`src/rtl/memory_writeback.sv`:
```
// memory_writeback: final pipeline stage committing register writes and performing stores via a three-phase bus handshake.
// Ports:
//   clk, reset (async, active-low)
//   upstream slot: opcodeValidIn, canWritebackIn, opcodeIn, currentRipIn, instructionLengthIn,
//     destReg*In, destRegSpecial*In, isMemoryAccessDestIn, memoryAddressDestIn, storeDataIn; wbStallOut back
//   register file: regWrite{En,Addr,Data}Out, regWriteSpecial{En,Addr,Data}Out
//   retire: retireValidOut, nextRipOut
//   data-cache bus: reqcycOut/reqackIn/reqOut/reqtagOut, respcycIn/respackOut
module memory_writeback #(
    parameter int TAG_W = 10
) (
    input  logic             clk,
    input  logic             reset,
    input  logic             opcodeValidIn,
    input  logic             canWritebackIn,
    input  logic [7:0]       opcodeIn,
    input  logic [63:0]      currentRipIn,
    input  logic [31:0]      instructionLengthIn,
    input  logic [3:0]       destRegIn,
    input  logic             destRegValidIn,
    input  logic [63:0]      destRegValueIn,
    input  logic [3:0]       destRegSpecialIn,
    input  logic             destRegSpecialValidIn,
    input  logic [63:0]      destRegSpecialValueIn,
    input  logic             isMemoryAccessDestIn,
    input  logic [63:0]      memoryAddressDestIn,
    input  logic [63:0]      storeDataIn,
    output logic             wbStallOut,
    output logic             regWriteEnOut,
    output logic [3:0]       regWriteAddrOut,
    output logic [63:0]      regWriteDataOut,
    output logic             regWriteSpecialEnOut,
    output logic [3:0]       regWriteSpecialAddrOut,
    output logic [63:0]      regWriteSpecialDataOut,
    output logic             retireValidOut,
    output logic [63:0]      nextRipOut,
    output logic             reqcycOut,
    input  logic             reqackIn,
    output logic [63:0]      reqOut,
    output logic [TAG_W-1:0] reqtagOut,
    input  logic             respcycIn,
    output logic             respackOut
);
    typedef enum logic [1:0] {IDLE, ADDR, DATA, RESP} state_t;
    typedef struct packed {
        logic [3:0]  dst;
        logic        dst_v;
        logic [63:0] dst_val;
        logic [3:0]  sp;
        logic        sp_v;
        logic [63:0] sp_val;
        logic [63:0] next_rip;
        logic [63:0] sdata;
    } commit_t;
    state_t state_q, state_d;
    commit_t cap_q, cap_d, in_c, src;
    logic accept, store_acc, resp_done, commit;
    logic gen_en_q, gen_en_d, sp_en_q, sp_en_d, retire_q, retire_d;
    logic reqcyc_q, reqcyc_d, respack_q, respack_d;
    logic [3:0] gen_addr_q, gen_addr_d, sp_addr_q, sp_addr_d;
    logic [63:0] gen_data_q, gen_data_d, sp_data_q, sp_data_d;
    logic [63:0] next_rip_q, next_rip_d, req_q, req_d;
    logic [TAG_W-1:0] tag_q, tag_d;
    always_comb begin
        in_c = '{dst: destRegIn, dst_v: destRegValidIn, dst_val: destRegValueIn,
                 sp: destRegSpecialIn, sp_v: destRegSpecialValidIn, sp_val: destRegSpecialValueIn,
                 next_rip: currentRipIn + {32'd0, instructionLengthIn}, sdata: storeDataIn};
        accept = state_q == IDLE && opcodeValidIn && canWritebackIn;
        store_acc = accept && isMemoryAccessDestIn;
        resp_done = state_q == RESP && respcycIn;
        wbStallOut = store_acc || state_q == ADDR || state_q == DATA || (state_q == RESP && !respcycIn);
        // Non-stores commit straight from the inputs; stores commit from the captured copy.
        src = state_q == IDLE ? in_c : cap_q;
        commit = (accept && !isMemoryAccessDestIn) || resp_done;
        state_d = store_acc ? ADDR :
                  state_q == ADDR && reqackIn ? DATA :
                  state_q == DATA && reqackIn ? RESP :
                  resp_done ? IDLE : state_q;
        cap_d = accept ? in_c : cap_q;
        reqcyc_d = store_acc ? 1'b1 : state_q == DATA && reqackIn ? 1'b0 : reqcyc_q;
        req_d = store_acc ? memoryAddressDestIn : state_q == ADDR && reqackIn ? cap_q.sdata : req_q;
        tag_d = store_acc ? TAG_W'({2'b11, opcodeIn}) : tag_q;
        respack_d = resp_done;
        // Same-index dual write: the special port wins.
        gen_en_d = commit && src.dst_v && !(src.sp_v && src.sp == src.dst);
        gen_addr_d = commit ? src.dst : gen_addr_q;
        gen_data_d = commit ? src.dst_val : gen_data_q;
        sp_en_d = commit && src.sp_v;
        sp_addr_d = commit ? src.sp : sp_addr_q;
        sp_data_d = commit ? src.sp_val : sp_data_q;
        retire_d = commit;
        next_rip_d = commit ? src.next_rip : next_rip_q;
    end
    always_ff @(posedge clk or negedge reset) begin
        if (!reset) begin
            state_q <= IDLE;
            cap_q <= '0;
            reqcyc_q <= 1'b0;
            req_q <= '0;
            tag_q <= '0;
            respack_q <= 1'b0;
            gen_en_q <= 1'b0;
            gen_addr_q <= '0;
            gen_data_q <= '0;
            sp_en_q <= 1'b0;
            sp_addr_q <= '0;
            sp_data_q <= '0;
            retire_q <= 1'b0;
            next_rip_q <= '0;
        end else begin
            state_q <= state_d;
            cap_q <= cap_d;
            reqcyc_q <= reqcyc_d;
            req_q <= req_d;
            tag_q <= tag_d;
            respack_q <= respack_d;
            gen_en_q <= gen_en_d;
            gen_addr_q <= gen_addr_d;
            gen_data_q <= gen_data_d;
            sp_en_q <= sp_en_d;
            sp_addr_q <= sp_addr_d;
            sp_data_q <= sp_data_d;
            retire_q <= retire_d;
            next_rip_q <= next_rip_d;
        end
    end
    assign regWriteEnOut = gen_en_q;
    assign regWriteAddrOut = gen_addr_q;
    assign regWriteDataOut = gen_data_q;
    assign regWriteSpecialEnOut = sp_en_q;
    assign regWriteSpecialAddrOut = sp_addr_q;
    assign regWriteSpecialDataOut = sp_data_q;
    assign retireValidOut = retire_q;
    assign nextRipOut = next_rip_q;
    assign reqcycOut = reqcyc_q;
    assign reqOut = req_q;
    assign reqtagOut = tag_q;
    assign respackOut = respack_q;
endmodule

```
`config.mk`:
```
export PLATFORM = sky130hd
export DESIGN_NAME = memory_writeback
export DESIGN_NICKNAME = d
export VERILOG_FILES = /design/src/rtl/memory_writeback.sv
export SDC_FILE = /design/constraint.sdc
export NUM_CORES = 1
export LEC_CHECK = 0
export ABC_AREA = 1
export BUFFER_PORTS_ARGS = -buffer_cell sky130_fd_sc_hd__buf_2
export CELL_PAD_IN_SITES_DETAIL_PLACEMENT = 2
export CELL_PAD_IN_SITES_GLOBAL_PLACEMENT = 2
export CORE_MARGIN = 4
export CORE_UTILIZATION = 27
export CTS_BUF_LIST = sky130_fd_sc_hd__clkbuf_16
export CTS_CLUSTER_SIZE = 14
export DETAILED_ROUTE_END_ITERATION = 7
export HOLD_SLACK_MARGIN = 0.15
export PLACE_DENSITY_LB_ADDON = 0.1
export SYNTH_ARGS = -nofsm -noshare
export SYNTH_HDL_FRONTEND = slang
export SYNTH_SLANG_ARGS = --single-unit
```
`constraint.sdc`:
```
create_clock -name clk -period 1.7 [get_ports clk]
set_clock_uncertainty 0.05 [all_clocks]
set_input_delay 0.17 -clock clk [delete_from_list [all_inputs] [get_ports clk]]
set_output_delay 0.17 -clock clk [all_outputs]
set_load 0.05 [all_outputs]
```
======== After elaboration in Yosys (flattened, before gate mapping) ========
Index checks and enable logic that the tools add are counted.
word-level totals
  bits in registers ....................... 546
  bits in latches ......................... 0
  bits in writable memories ............... 0
  memory bits (read-only) ................. 0
  bits of input ports ..................... 377
  memories kept ........................... 0
operators by class
  add/subtract/negate cells ............... 1
  multipliers ............................. 0
  divide/modulo/power cells ............... 0
  $lt $le $gt $ge ......................... 0
  equal/unequal tests ..................... 4
  shift operators ......................... 0
  mux-type cells .......................... 9
  bitwise gates (word level) .............. 0
  reductions and logical operators ........ 23
operators with widths
  cell                                                              number
  266-bit two-way mux                                               1
  64-bit two-way mux                                                2
  64-bit by 32-bit adder with 64-bit output                         1
  1-bit logical AND                                                 12
  2-bit two-way mux                                                 4
  2-bit == test (second input constant)                             2
  4-bit == test                                                     1
  1-bit logical OR                                                  4
  2-bit nonzero test                                                2
  4-bit nonzero test                                                1
  1-bit zero test                                                   3
  2-bit by 1-bit == test with 1-bit output (second input constant)  1
  2-bit zero test                                                   1
  1-bit two-way mux                                                 2

======== Longest topological paths before layout ========
Gate-level depths: netlist of run 1.
  depth in word-level cells ............... 7
  gate-level depth with buffers ........... 16

======== Worst setup path before layout of run 1 ========
Ideal clock, no wire load.
  kind .................................... register to output
  start ................................... register state_q[1]
  end ..................................... output wbStallOut
  arrival ................................. 2.115 ns
  required time ........................... 1.480 ns
  path slack .............................. -0.635 ns
  cell stages (with the launch flop) ...... 6
  path buffers ............................ 3
  path through ............................ dfrtp_1 nor2_4 buf_2 buf_2 buf_1 o21ai_0
on the way
  word-level cells in the longest chain between the ends .. 7
  elaborated cells between the ends (all ways) .. 11
  classes of those cells .................. eq/ne (3); reduce/logical (8)
ends and longest elaborated chain
  item                             line  source
  start, declared                  55    state_t state_q, state_d;
  start signal, assigned           111   state_q <= state_d;
  2-bit zero test                  68    accept = state_q == IDLE && opcodeValidIn && canWritebackIn;
  1-bit logical AND (2 in series)  68
  1-bit logical AND                69    store_acc = accept && isMemoryAccessDestIn;
  1-bit logical OR (2 in series)   71    wbStallOut = store_acc || state_q == ADDR || state_q == DATA || (state_q == RESP && !respcycIn);
  1-bit logical OR *               71
  end, declared                    28    output logic wbStallOut,
Mark *: on every way between the ends. The rest lies on a longest branch, timed or not.

======== Worst setup path in the final report of run 1 ========
Same ends and word-level chain as after synthesis.

==> impl_metrics.json, run 1 <==
{
  "reg2reg_from": "state_q[1]",
  "die_area_um2": 103000,
  "p_seq_frac": 0.305,
  "p_int_mw": 39.5,
  "crit_path_end_kind": "output port",
  "setup_ws_ps": -446,
  "synth_seq_cells": 546,
  "p_per_area_nw_per_um2": 1860,
  "grt-ovfl-total": 0,
  "status": "finished, violations left",
  "dpl_worst_slack_ps": -744,
  "synth_edf_count": 0,
  "reg2reg_depth": 14,
  "fmax_ghz": 0.466,
  "grt_pass1_wl_um": 208000,
  "timing.hold.ws_ps": -0.580,
  "h-tree-depth": 3,
  "regToRegSetupSlack_ps": -440,
  "hold_end": "state_q[1]",
  "cp.required_ps": 1480,
  "synth_ff_type": "dfrtp_1",
  "syn2layout_area_growth_pct": 54.7,
  "post_dp_cell_area_um2": 33700,
  "drtIter0Drc": 1335,
  "p_sw_frac": 0.482,
  "initial_core_util": 0.273,
  "portBuffers": 656,
  "fin_nets": 5220,
  "cts_tree": "yes",
  "core.rowCount": 114,
  "finalCritPeriodShare": 1.26,
  "syn_inst": 3547,
  "period_needed_ps": 2150,
  "power.switching_mw": 36.8,
  "synthDistinctLibCells": 32,
  "slowest_stage": "dfrtp_1",
  "die_y_um": 321,
  "via_per_inst": 4.80,
  "cts_num_sinks": 546,
  "path_cells": "nor2_4, nand3_4, buf_6, nor2_4, inv_4, buf_12, o21ai_4, buf_12",
  "firstDrtPassIters": 5,
  "r2r-end": "regWriteSpecialDataOut[2]",
  "max_stage_delay_ps": 410,
  "final_util": 0.423,
  "num_io_pins": 657,
  "root_buffer": "clkbuf_16",
  "wl_per_cell_um": 22.7,
  "path_clk_slew_ps": 60,
  "grt_usage": 0.261,
  "clockPowerShare": 0.191,
  "syn-mean-instance-area_um2": 7.47,
  "async_flop_share": 1.00,
  "ctsLongestPathBuffers": 3,
  "drive_gt1_frac": 0.249,
  "dr_total_vias": 29500,
  "p_leak_nw": 21.3,
  "violations": "negative hold slack, negative setup slack",
  "yosysWarningCount": 0,
  "first_global_vias": 33600,
  "detail-route-antenna-nets": 0,
  "finalSetupTns_ps": -77700,
  "maxSlewViolCount": 0,
  "routed_wl_um": 140000,
  "syn_nets": 3957,
  "comb_power_share": 0.504,
  "hpwl_um": 92100,
  "finalInstanceArea_um2": 41000,
  "final_cell_mix": "1,623 x nand2_1, 654 x buf_2, 546 x dfrtp_1",
  "drc": 0,
  "synth_seq_area_share": 0.515,
  "core_region_area_um2": 97000,
  "final_common_cell": "nand2_1",
  "syn_area_um2": 26500,
  "hold_violations": 1,
  "path_class": "reg2out",
  "crit_path_start_kind": "flip-flop",
  "worstMarginPinSlew_ps": 1080,
  "cts_buffers": 71,
  "cts_hold_buffers": 328,
  "clk_latency_ps": 630,
  "die_w_um": 321,
  "power_mw": 76.3,
  "hold_depth": 5,
  "hold_start": "respcycIn",
  "grt_setup_unrepaired": "yes",
  "max_slew_margin": 0.277,
  "setup_viol": 507,
  "crit_path_max_fanout": 2,
  "grt_max_degree": 94,
  "arrival_ps": 1930,
  "nFillCells": 11000,
  "grt_antenna_before_repair": 19,
  "hold_class": "in2reg",
  "maxCapViolCount": 0,
  "gp_congestion": 0.832,
  "ir_drop_mv": 0.888
}
==> through the flow <==
stage | hold WS (ps) | cells
after floorplan | -176 | 3547
after global placement | 3.14 | 5614
after detailed placement | 2.95 | 5614
after CTS | -54.7 | 6113
after global routing | -11.1 | 6146
final | -0.580 | 6150
==> kinds of logic (layout without fill, tap and decap cells) <==
family                   after synthesis  in the layout  synth area share
AO/OA/AOI/OAI                        324            324            0.0720
XOR/XNOR                              30             30           0.00991
buffers and inverters                409           1719            0.0618
flip-flops                           546            546             0.515
other                                  0             17                 0
adder cells (fa/ha/maj)               33             33            0.0159
AND/OR/NAND/NOR                     2205           2205             0.325
==> worst max-delay path: cells and delay by family (launching register included) <==
| family | cells | cell delay, ps |
|---|---|---|
| DFF | 1 | 410 |
| buffers and inverters | 4 | 460 |
| AOI/OAI and AO/OA | 1 | 60 |
| and+or+nand+nor | 3 | 360 |
==> layout make-up <==
| class | instances | area (µm²) | area share |
|---|---|---|---|
| clock inverters | 47 | 333 | 0.00812 |
| inverters | 232 | 902 | 0.0220 |
| repair buffers | 1367 | 11100 | 0.270 |
| well taps | 1276 | 1600 | 0.0389 |
| diodes | 17 | 42.5 | 0.00104 |
| multi-input cells | 2592 | 11600 | 0.282 |
| flip-flops and latches | 546 | 13700 | 0.333 |
| clock buffers | 73 | 1830 | 0.0445 |
==> flip-flops by register name (all words and copies together) (netlist names) <==
name / cells
reqtagOut: 9
regWriteSpecialDataOut: 64
reqcycOut: 1
regWriteDataOut: 64
regWriteEnOut: 1
state_q: 2
respackOut: 1
nextRipOut: 64
cap_q: 266
regWriteAddrOut: 4
reqOut: 64
retireValidOut: 1
regWriteSpecialAddrOut: 4
regWriteSpecialEnOut: 1
==> worst max path at each step <==
stage                          from        endpoint  depth (start not counted)
floorplan           currentRipIn[0]  nextRipOut[40]                         16
global placement    currentRipIn[5]  nextRipOut[63]                         17
CTS                      state_q[0]      wbStallOut                          8
detailed placement  currentRipIn[3]  nextRipOut[63]                         16
global route             state_q[1]      wbStallOut                          8
finish                   state_q[1]      wbStallOut                          8
==> layer usage <==
metal | wire length (µm) | global-route usage | up-vias | part of all wire
li1 | - | - | 13700 | -
met1 | 58700 | 0.317 | 14800 | 0.42
met2 | 68700 | 0.460 | 732 | 0.49
met3 | 6850 | 0.0508 | 243 | 0.049
met4 | 5440 | 0.0959 | 8 | 0.039
met5 | 68 | 0 | - | 0.00049
==> synth_stat cells (2+ instances only) <==
cell type  instances  area, µm²
a21oi_1           50        250
a22oi_1           18        135
a31oi_1          154        963
and2_1             4       25.0
buf_1             12       45.0
buf_2             58        290
buf_4              8       60.1
clkbuf_1          99        372
dfrtp_1          546      13700
ha_1              32        400
inv_1            229        860
inv_2              3       11.3
nand2_1         1639       6150
nand3_1          188        941
nand3b_1           2       15.0
nand4_1           13       81.3
nor2_1           329       1230
nor3_1            26        130
o21a_1            12       90.1
o21ai_0           83        415
o21bai_1           3       22.5
xnor2_1           27        236
xor2_1             3       26.3
==> power by group through the flow <==
stage                     Sequential [mW]  Combinational, mW  Clock, mW
final                                23.3               38.4       14.6
after global routing                 23.9               41.3       15.6
after CTS                            23.0               36.8       14.9
after detailed placement             23.1               33.5          0
after global placement               22.9               32.8          0
after floorplan                      33.0               11.3          0
==> repair_timing <==
action / in CTS / in global routing
gates resized for setup: 79 / 115
endpoints found under the setup margin: 412 / 648
cloned: 20 / 15
pin swaps: 4 / 17
buffers inserted: 31 / 17
hold endpoints to repair: 1045 / 1
Power figures use the tool's default switching activity.
==> inputs of run 2 (changes only) <==
- CORE_ASPECT_RATIO: not set -> 1.25
- RECOVER_POWER: not set -> 100
==> impl_metrics.json, run 2 (synthesized netlist as in run 1, its figures left out) <==
{
  "syn2layout_area_growth_pct": 59.5,
  "largest_register_ff_count": 266,
  "detail-route-antenna-nets": 0,
  "startpoint": "state_q[1]",
  "top_register": "cap_q",
  "routed_wl_um": 153000,
  "first_global_vias": 33900,
  "path_class": "reg2reg",
  "finalInstanceArea_um2": 42300,
  "crit_path_max_fanout": 4,
  "comb_power_share": 0.518,
  "drc": 0,
  "grt_usage": 0.271,
  "grt_max_degree": 83,
  "drive_gt1_frac": 0.265,
  "h-tree-depth": 3,
  "reg2reg_depth": 14,
  "drtIter0Drc": 1330,
  "reg2reg_from": "state_q[1]",
  "power_mw": 79.1,
  "arrival_ps": 2660,
  "finalNonFillerCells": 6254,
  "dr_total_vias": 30600,
  "setup_ws_ps": -518,
  "final_util": 0.434,
  "num_io_pins": 657,
  "top_usage_layer": "met2",
  "timing.hold.ws_ps": 59.6,
  "dp_cells": 5660,
  "hold_class": "in2reg",
  "met1_usage": 0.303,
  "regToRegSetupSlack_ps": -520,
  "via_per_inst": 4.89,
  "gr-usage-met3": 0.0566,
  "violations": "negative setup slack",
  "grt-ovfl-total": 0,
  "die_area_um2": 103000,
  "firstDrtPassIters": 5,
  "worstMarginPinSlew_ps": 1120,
  "crit_path_end_kind": "flip-flop",
  "crit_path_start_kind": "flip-flop",
  "endpoint": "regWriteDataOut[42]",
  "core_region_area_um2": 97400,
  "ctsLongestPathBuffers": 3,
  "period_needed_ps": 2220,
  "initial_core_util": 0.272,
  "final_common_cell": "nand2_1",
  "p_per_area_nw_per_um2": 1870,
  "p_int_mw": 40.4,
  "path_clk_slew_ps": 70,
  "grt_setup_unrepaired": "yes",
  "hold_violations": 0,
  "power.switching_mw": 38.7,
  "cts_num_sinks": 546,
  "maxCapViolCount": 0,
  "wl_per_cell_um": 24.5,
  "gp_congestion": 0.832,
  "grt_util_met2": 0.492,
  "die_y_um": 358,
  "r2r-end": "regWriteDataOut[42]",
  "grt_antenna_before_repair": 31,
  "fin_nets": 5284,
  "ir_drop_mv": 0.752,
  "core.rowCount": 128,
  "grt_pass1_wl_um": 213000,
  "setup_viol": 504,
  "cp.required_ps": 2140,
  "maxSlewViolCount": 0,
  "clk_latency_ps": 620,
  "status": "finished, violations left",
  "cts_hold_buffers": 326,
  "fmax_ghz": 0.451,
  "portBuffers": 656,
  "cts_buffers": 67,
  "p_seq_frac": 0.297,
  "p_leak_nw": 21.7,
  "max_slew_margin": 0.251,
  "die_w_um": 288,
  "finalCritPeriodShare": 1.30,
  "hpwl_um": 94100,
  "final_cell_mix": "1,621 x nand2_1, 546 x dfrtp_1, 436 x buf_2",
  "post_dp_cell_area_um2": 33900,
  "cts_tree": "yes",
  "clockPowerShare": 0.186,
  "root_buffer": "clkbuf_16",
  "p_sw_frac": 0.489
}
## run 2: layout make-up
class	count	area, µm²
Tap cell	1300	1630
Sequential cell	546	13700
Timing Repair Buffer	1432	11800
Timing Repair inverter	3	66.3
Antenna cell	28	70.1
Clock inverter	54	489
Multi-Input combinational cell	2592	11900
Inverter	232	912
Clock buffer	67	1680
Fill cell	11000	55100
## run 2: routing by layer
layer	up-vias	share of wire
li1	13900	-
met1	15400	0.38
met2	935	0.51
met3	346	0.053
met4	12	0.052
met5	-	0.00052
## run 2: repair_timing
action,4_1_cts,5_1_grt
setup buffers,48,27
hold endpoints to repair,1042,1
gates resized for setup,112,199
cloned,39,24
setup endpoints to repair,522,553
pin swaps,8,8
## run 2: how the worst min path moves through the flow
stage,start,end,slack (ps),cells after the start
after floorplan,reset,cap_q[0],-180,0
after detailed placement,reset,regWriteSpecialDataOut[33],60,1
after global placement,reset,regWriteSpecialDataOut[36],60,1
after CTS,respcycIn,state_q[1],-0.3,5
after global routing,respcycIn,state_q[1],60,5
final,respcycIn,state_q[1],60,5
## run 2: worst max-delay path: stages, from the launching register on
cell and delay [ps]:
dfrtp_1 400, nor2_4 200, nand3_4 100, buf_4 140
buf_6 120, inv_8 60, nand2_4 50, nand2_4 80
buf_12 120, buf_8 90, buf_12 130, buf_12 120
buf_8 90, bufbuf_16 240, a31oi_1 90
## run 2: per-stage QoR
stage | TNS [ps] | worst slack [ps]
global route | -145990 | -606
global placement | -132980 | -682
finish | -96080 | -518
detailed placement | -131070 | -712
floorplan | -453 | -72.3
CTS | -144990 | -594
## run 2: power groups by stage
stage | sequential [mW] | clock [mW] | combinational (mW)
detailed placement | 23.1 | 0 | 33.3
finish | 23.5 | 14.7 | 40.9
CTS | 22.9 | 14.9 | 38.3
global route | 24.1 | 15.6 | 43.6
floorplan | 33.0 | 0 | 11.3
global placement | 22.9 | 0 | 32.7
